==> config.mk <==
export PLATFORM = sky130hd
export DESIGN_NAME = cw305_usb_master
export DESIGN_NICKNAME = d
export VERILOG_FILES = /design/src/rtl/cw305_usb_master.sv
export SDC_FILE = /design/constraint.sdc
export NUM_CORES = 1
export LEC_CHECK = 0
export BUFFER_PORTS_ARGS = -buffer_cell sky130_fd_sc_hd__buf_2
export CORE_ASPECT_RATIO = 1.2
export CORE_MARGIN = 2
export CORE_UTILIZATION = 45
export CTS_CLUSTER_SIZE = 25
export DETAILED_ROUTE_END_ITERATION = 8
export PLACE_DENSITY = 0.84
export SETUP_SLACK_MARGIN = 0.15
export SLEW_MARGIN = 5
export SYNTH_ARGS = -nofsm -noshare
export SYNTH_HDL_FRONTEND = slang
export SYNTH_SLANG_ARGS = --single-unit
==> constraint.sdc <==
create_clock -name clk_i -period 3 [get_ports clk_i]
set_clock_uncertainty 0.2 [all_clocks]
set_input_delay 0.15 -clock clk_i [delete_from_list [all_inputs] [get_ports clk_i]]
set_output_delay 0.15 -clock clk_i [all_outputs]
set_load 0.02 [all_outputs]
==> src/rtl/cw305_usb_master.sv <==
// Host-side initiator for the CW305 parallel USB register bus.
// Turns single-byte read/write commands into timed cen/rdn/wrn bus cycles and returns the read byte.
module cw305_usb_master #(
  parameter int pADDR_WIDTH   = 21,
  parameter int SETUP_CYCLES  = 1,
  parameter int STROBE_CYCLES = 2,
  parameter int HOLD_CYCLES   = 1
) (
  input  logic                   clk_i,
  input  logic                   rst_i,
  input  logic                   cmd_valid_i,
  output logic                   cmd_ready_o,
  input  logic                   cmd_write_i,
  input  logic [pADDR_WIDTH-1:0] cmd_addr_i,
  input  logic [7:0]             cmd_wdata_i,
  output logic                   rsp_valid_o,
  input  logic                   rsp_ready_i,
  output logic [7:0]             rsp_rdata_o,
  output logic                   busy_o,
  output logic [pADDR_WIDTH-1:0] usb_addr_o,
  output logic [7:0]             usb_data_o,
  output logic                   usb_data_oe_o,
  input  logic [7:0]             usb_data_i,
  output logic                   usb_rdn_o,
  output logic                   usb_wrn_o,
  output logic                   usb_cen_o
);

  localparam int MAX_SS = (SETUP_CYCLES > STROBE_CYCLES) ? SETUP_CYCLES : STROBE_CYCLES;
  localparam int MAX_C  = (MAX_SS > HOLD_CYCLES) ? MAX_SS : HOLD_CYCLES;
  localparam int CNT_W  = $clog2(MAX_C + 1);

  typedef enum logic [2:0] {IDLE, SETUP, STROBE, HOLD, RESP} state_t;

  state_t                 state_q;
  logic [CNT_W-1:0]       cnt_q;
  logic                   write_q;
  logic                   cmd_ready_q;
  logic                   rsp_valid_q;
  logic [7:0]             rsp_rdata_q;
  logic                   busy_q;
  logic [pADDR_WIDTH-1:0] addr_q;
  logic [7:0]             data_q;
  logic                   oe_q;
  logic                   rdn_q;
  logic                   wrn_q;
  logic                   cen_q;

  wire last_q = (cnt_q == CNT_W'(1));

  // All outputs are registered; each is updated on the edge that enters the phase it belongs to.
  always_ff @(posedge clk_i) begin
    if (rst_i) begin
      state_q     <= IDLE;
      cnt_q       <= '0;
      write_q     <= 1'b0;
      cmd_ready_q <= 1'b0;
      rsp_valid_q <= 1'b0;
      rsp_rdata_q <= '0;
      busy_q      <= 1'b0;
      addr_q      <= '0;
      data_q      <= '0;
      oe_q        <= 1'b0;
      rdn_q       <= 1'b1;
      wrn_q       <= 1'b1;
      cen_q       <= 1'b1;
    end else begin
      case (state_q)
        IDLE: begin
          cmd_ready_q <= 1'b1;
          if (cmd_valid_i && cmd_ready_q) begin
            write_q     <= cmd_write_i;
            addr_q      <= cmd_addr_i;
            if (cmd_write_i) begin
              data_q <= cmd_wdata_i;
              oe_q   <= 1'b1;
            end
            cen_q       <= 1'b0;
            cmd_ready_q <= 1'b0;
            busy_q      <= 1'b1;
            cnt_q       <= CNT_W'(SETUP_CYCLES);
            state_q     <= SETUP;
          end
        end
        SETUP: begin
          if (last_q) begin
            if (write_q) wrn_q <= 1'b0;
            else         rdn_q <= 1'b0;
            cnt_q   <= CNT_W'(STROBE_CYCLES);
            state_q <= STROBE;
          end else begin
            cnt_q <= cnt_q - CNT_W'(1);
          end
        end
        STROBE: begin
          if (last_q) begin
            // Read byte is captured while rdn is still low, on the edge that releases it.
            if (!write_q) rsp_rdata_q <= usb_data_i;
            rdn_q   <= 1'b1;
            wrn_q   <= 1'b1;
            cnt_q   <= CNT_W'(HOLD_CYCLES);
            state_q <= HOLD;
          end else begin
            cnt_q <= cnt_q - CNT_W'(1);
          end
        end
        HOLD: begin
          if (last_q) begin
            cen_q <= 1'b1;
            oe_q  <= 1'b0;
            if (write_q) begin
              busy_q      <= 1'b0;
              cmd_ready_q <= 1'b1;
              state_q     <= IDLE;
            end else begin
              rsp_valid_q <= 1'b1;
              state_q     <= RESP;
            end
          end else begin
            cnt_q <= cnt_q - CNT_W'(1);
          end
        end
        RESP: begin
          if (rsp_ready_i) begin
            rsp_valid_q <= 1'b0;
            busy_q      <= 1'b0;
            cmd_ready_q <= 1'b1;
            state_q     <= IDLE;
          end
        end
        default: state_q <= IDLE;
      endcase
    end
  end

  assign cmd_ready_o   = cmd_ready_q;
  assign rsp_valid_o   = rsp_valid_q;
  assign rsp_rdata_o   = rsp_rdata_q;
  assign busy_o        = busy_q;
  assign usb_addr_o    = addr_q;
  assign usb_data_o    = data_q;
  assign usb_data_oe_o = oe_q;
  assign usb_rdn_o     = rdn_q;
  assign usb_wrn_o     = wrn_q;
  assign usb_cen_o     = cen_q;

endmodule

==> results of run 1 <==
[metrics by stage]
stage               hold slack (ps)  utilization [%]
floorplan                      46.9                -
global placement                183             57.1
detailed placement              190             57.1
CTS                           0.976             70.1
global route                   11.3             70.1
finish                         7.21             70.1
[cells in the final DEF, fill, tap and decap left out, types with 2 or more instances in the layout]
master,instances
dfxtp_1,50
nor3_1,3
nand2_1,59
nand2b_1,2
o21ai_0,3
buf_4,2
nor2_1,13
dlygate4sd3_1,45
a211oi_1,3
buf_2,85
a31oi_1,3
inv_1,7
nand3_1,10
a21oi_1,35
clkbuf_8,7
mux2i_1,9
ha_1,3
nor2b_1,2
[power groups by stage]
stage / clock network, W / registers [W] / logic, W
global placement: 0 / 0.000868 / 0.000580
CTS: 0.000437 / 0.000856 / 0.000641
global route: 0.000465 / 0.000873 / 0.000723
finish: 0.000423 / 0.000861 / 0.000652
floorplan: 0 / 0.000917 / 0.000379
detailed placement: 0 / 0.000872 / 0.000590
[tightest hold or removal path, delay by kind of cell]
family                 cells  cell delay (ps)
AND/OR/NAND/NOR            1              100
AO/OA/AOI/OAI              1               50
buffers and inverters      1              160
[area by class of cell]
type | count | area, µm² | share of cell area (%)
clock inverter | 1 | 8.76 | 0.293
inverter | 7 | 26.3 | 0.879
sequential | 50 | 1000 | 33.5
tap | 56 | 70.1 | 2.34
clock buffer | 7 | 96.3 | 3.22
timing repair buffer | 132 | 891 | 29.8
multi-input combinational | 165 | 896 | 30.0
[cell families (layout without fill, tap and decap cells)]
group | count (synthesis) | after routing | synth area share [%]
AO/OA/AOI/OAI | 52 | 52 | 14.9
XOR/XNOR | 1 | 1 | 0.438
adder cells (fa/ha/maj) | 3 | 3 | 1.88
buffers and inverters | 24 | 147 | 5.44
flip-flops | 50 | 50 | 50.1
multiplexers | 10 | 10 | 5.07
AND/OR/NAND/NOR | 99 | 99 | 22.2
[registers in the layout, summed over array words and instances (netlist names)]
name / cells
busy_o: 1
cmd_ready_o: 1
cnt_q: 2
rsp_rdata_o: 8
rsp_valid_o: 1
state_q: 3
usb_addr_o: 21
usb_cen_o: 1
usb_data_o: 8
usb_data_oe_o: 1
usb_rdn_o: 1
usb_wrn_o: 1
write_q: 1
[what timing repair did]
| item | in CTS | in global routing |
|---|---|---|
| endpoints found under the hold margin | 38 | 0 |
| endpoints found under the setup margin | 0 | 0 |
| hold buffers | 45 | 0 |
[per-layer routing]
layer	wire (µm)	part of all wire [%]	up-vias
met3	394	6.9	15
met4	108	1.9	0
met1	2210	39	968
li1	-	-	1049
met2	2970	52	86
met5	0	0	-
[worst paths after layout]
kind | from | to | slack (ps)
max | state_q[0] | usb_data_o[0] | 620
min reg2reg | usb_cen_o | usb_cen_o | 250
max reg2reg | state_q[0] | usb_data_o[0] | 620
min | cmd_write_i | usb_data_o[7] | 7
==> metrics.txt, run 1 <==
top-area cell type share of the netlist area=50.1%; routed len/inst=13.6 µm; Worst Path Arrival=2410 ps; port bufs=85; first-pass GRT wire length=9030 µm; Hold WC Path Type=input port to flip-flop; Syn Area/Cell=8.37 µm²; status=finished, final reports clean; num ports=86; power per cell area=648 mW/mm²; VDD IR max=0.000346 V; Clk pwr share=21.9%; remaining antenna violation count after routing=0; hold depth=3; Avg Vias per Cell=5.07; cts bufs inserted=5; worst path bufs/invs=2; combinational power share=33.7%; sequence of cells on the critical path=or2_1 > nor3_4 > buf_4 > nand3_1 > dlygate4sd3_1 > a21oi_1; Most Used Layer, Global Route=met2; ant diodes=0; count leader, synth=nand2_1; R2R depth=6; Filler cells=319; Synth Instances=239; max incr delay on CP=580 ps; Final TNS setup=0 ps; Clock transition at path regs=90 ps; flops & latches, synth=50; Final period util=79.3%; CP startpoint kind=flip-flop; HPWL Detailed=3120 µm; dpl cell area=0.00243 mm²; Die X=64.9 µm; Internal=0.00124 W; GR Overflow Total=0; Area contributors post-synth=dfxtp_1, nand2_1, a21oi_1; worst-path maximum fanout=30; core region area=0.00426 mm²; DR pass1 iterations=5; WS Path Type=flip-flop to flip-flop; power consumption=0.00194 W; Synth async-reset ratio=0%; CTS max path bufs=2; H-Tree Depth=2; nets=406; met1 Resource Use GR=25.8%; largest net degree at the start of global routing=49; chip height=77.0 µm; maximum clock rate=0.420 GHz; CTS root buf=clkbuf_8; vias post-DR=2118; Worst setup EP type=flip-flop; Final min period=2380 ps; number of antenna violations at the first check in global routing=0; Layout area overhead=49.5%; area leader, netlist=dfxtp_1; Remaining DRCs=0; DRT iter0 DRCs=220; cell area after layout=0.00299 mm²; Seq/Total Area, Yosys=50.1%; die area=0.00499 mm²; Yosys warnings=0; sw frac=36.2%; CP top delay family=buffers and inverters; layout cells sized above 1=27.3%; number of synthesized flops with an enable pin=0; WP data required=3030 ps; met3 GRT Util=5.13%; # rows=26; grt met2 use=41.1%; WL final=5680 µm; final setup fails=0; vias in the first global route=2024; placed cells=365; Seq pwr share=44.5%; cell count along the critical path=6; Clock Sinks=50; dpl ws=955 ps; RePlAce Congestion=0.786; Syn Nets=284; Skew-Pair Late Insertion Delay=300 ps; sw power=0.000700 W; Max-cap violations=0; LEAKAGE=1.30 nW; top post-synthesis cells by count=nand2_1, dfxtp_1, a21oi_1; worst-margin pin slew=871 ps; Mapped Area=0.00200 mm²; RSZ-0062 raised after global routing=no; Final WS setup=620 ps; Starting Density=46.9%; final cell count without fillers=418; Critical Path Slowest Stage Cell=dlygate4sd3_1; Slew HR=41.9%; Final Hold Vio Count=0; post_cts resized=0; CTS tree=built; Primary FF master, synth=dfxtp_1; GRT Util Overall=23.0%; Slew Limit Fails=0; Yosys cell types=38; Setup Buffers After CTS=0
(Power assumes the default switching activity.)
==> run 2, diff against run 1 <==
Clock period 3 ns to 2.2 ns, I/O delays scaled along.
==> metrics.txt, run 2 (synthesis results as in run 1) <==
worst-margin pin slew=567 ps; first-pass GRT wire length=8870 µm; WP data required=2190 ps; R2R depth=4; Avg Vias per Cell=5.01; dpl ws=280 ps; Remaining DRCs=0; maximum clock rate=0.534 GHz; r2r startpoint=state_q[1]; GRT Util Overall=22.4%; Final period util=85.1%; worst hold start=rst_i; max reg flops=21; nets=405; DR pass1 iterations=4; Clock Sinks=50; GR Overflow Total=0; routed len/inst=13.0 µm; placed cells=370; Die X=64.9 µm; VDD IR max=0.000386 V; sequential cell area=0.00100 mm²; final setup fails=0; commonest non-fill, non-tap cell in the layout=buf_2; multi-input logic area=901 µm²; Max-cap violations=0; DRT iter0 DRCs=173; vias in the first global route=2013; Clock transition at path regs=90 ps; largest net degree at the start of global routing=29; Final Util=69.5%; worst-path maximum fanout=8; Layout area overhead=48.2%; WL final=5440 µm; Final TNS setup=0 ps; cts bufs inserted=5; number of antenna violations at the first check in global routing=0; Final min period=1870 ps; RSZ-0062 raised after global routing=no; reg2reg setup slack=330 ps; remaining antenna violation count after routing=0; port bufs=85; Final Hold Vio Count=0; chip height=77.0 µm; final hold slack=71.4 ps; Hold WC Path Type=input port to flip-flop; Final WS setup=327 ps; die area=0.00499 mm²; Skew-Pair Late Insertion Delay=300 ps; H-Tree Depth=2; CTS tree=built; Slew Limit Fails=0; status=finished, final reports clean; Worst Path Arrival=1860 ps; # rows=26; LEAKAGE=1.32 nW; power per cell area=891 mW/mm²; num ports=86; CP startpoint kind=flip-flop; RePlAce Congestion=0.780; hold endpoint=usb_data_o[3]; ant diodes=0; vias post-DR=2091; Slew HR=61.2%; CTS max path bufs=2; WS Path Type=flip-flop to flip-flop; layout cells sized above 1=29.4%; Filler cells=331; CTS root buf=clkbuf_8; Worst setup EP type=flip-flop; Starting Density=46.9%; core region area=0.00426 mm²; hold depth=2; HPWL Detailed=3290 µm; final cell count without fillers=417; Critical R2R Capture=rsp_rdata_o[1]; commonest non-fill, non-tap cells in the layout=buf_2, nand2_1, dfxtp_1
## run 2: worst max-delay path, cell delays in order, from the launching register on
cell and delay (ps):
dfxtp_1 470, nor2b_1 250, and4_1 530, mux2i_1 250
nor2_1 60
## run 2: layout make-up
cell class,instances,share of cell area (%)
Clock buffer,6,2.79
Clock inverter,2,0.422
Inverter,7,0.887
Multi-Input combinational cell,165,30.4
Sequential cell,50,33.8
Tap cell,56,2.36
Timing Repair Buffer,131,29.3
## run 2: metal layers
metal,up-vias,wire length (µm),global-route usage [%]
li1,1044,-,-
met1,951,2200,25.0
met2,85,2700,40.2
met3,11,429,5.72
met4,0,106,8.30
met5,-,0,0
## run 2: timing repair
item                                    in CTS  in global routing
hold buffers                                39                  0
endpoints found under the setup margin       0                  2
setup buffers                                0                  0
resized for setup                            0                  2
endpoints found under the hold margin       38                  0
## run 2: per-stage QoR
stage	total power (W)	area, µm²
after CTS	0.00264	2960
after global placement	0.00201	2470
after global routing	0.00281	2960
after detailed placement	0.00204	2470
final	0.00264	2960
after floorplan	0.00177	2000
## run 2: how the worst max path moves through the flow
stage,cells after the start,start,slack (ps),endpoint
6_report,4,state_q[1],330,rsp_rdata_o[1]
5_1_grt,4,state_q[1],190,rsp_rdata_o[1]
4_1_cts,4,state_q[0],250,cnt_q[0]
3_5_place_dp,4,state_q[0],280,cnt_q[0]
3_3_place_gp,4,state_q[0],370,cnt_q[0]
2_1_floorplan,6,cnt_q[1],440,cnt_q[0]
## run 2: report_power, final
part	leakage (nW)	internal (W)	switching (W)
sequential	0.407	0.00104	0.000120
clock	0.0472	0.000253	0.000295
combinational	0.864	0.000384	0.000552
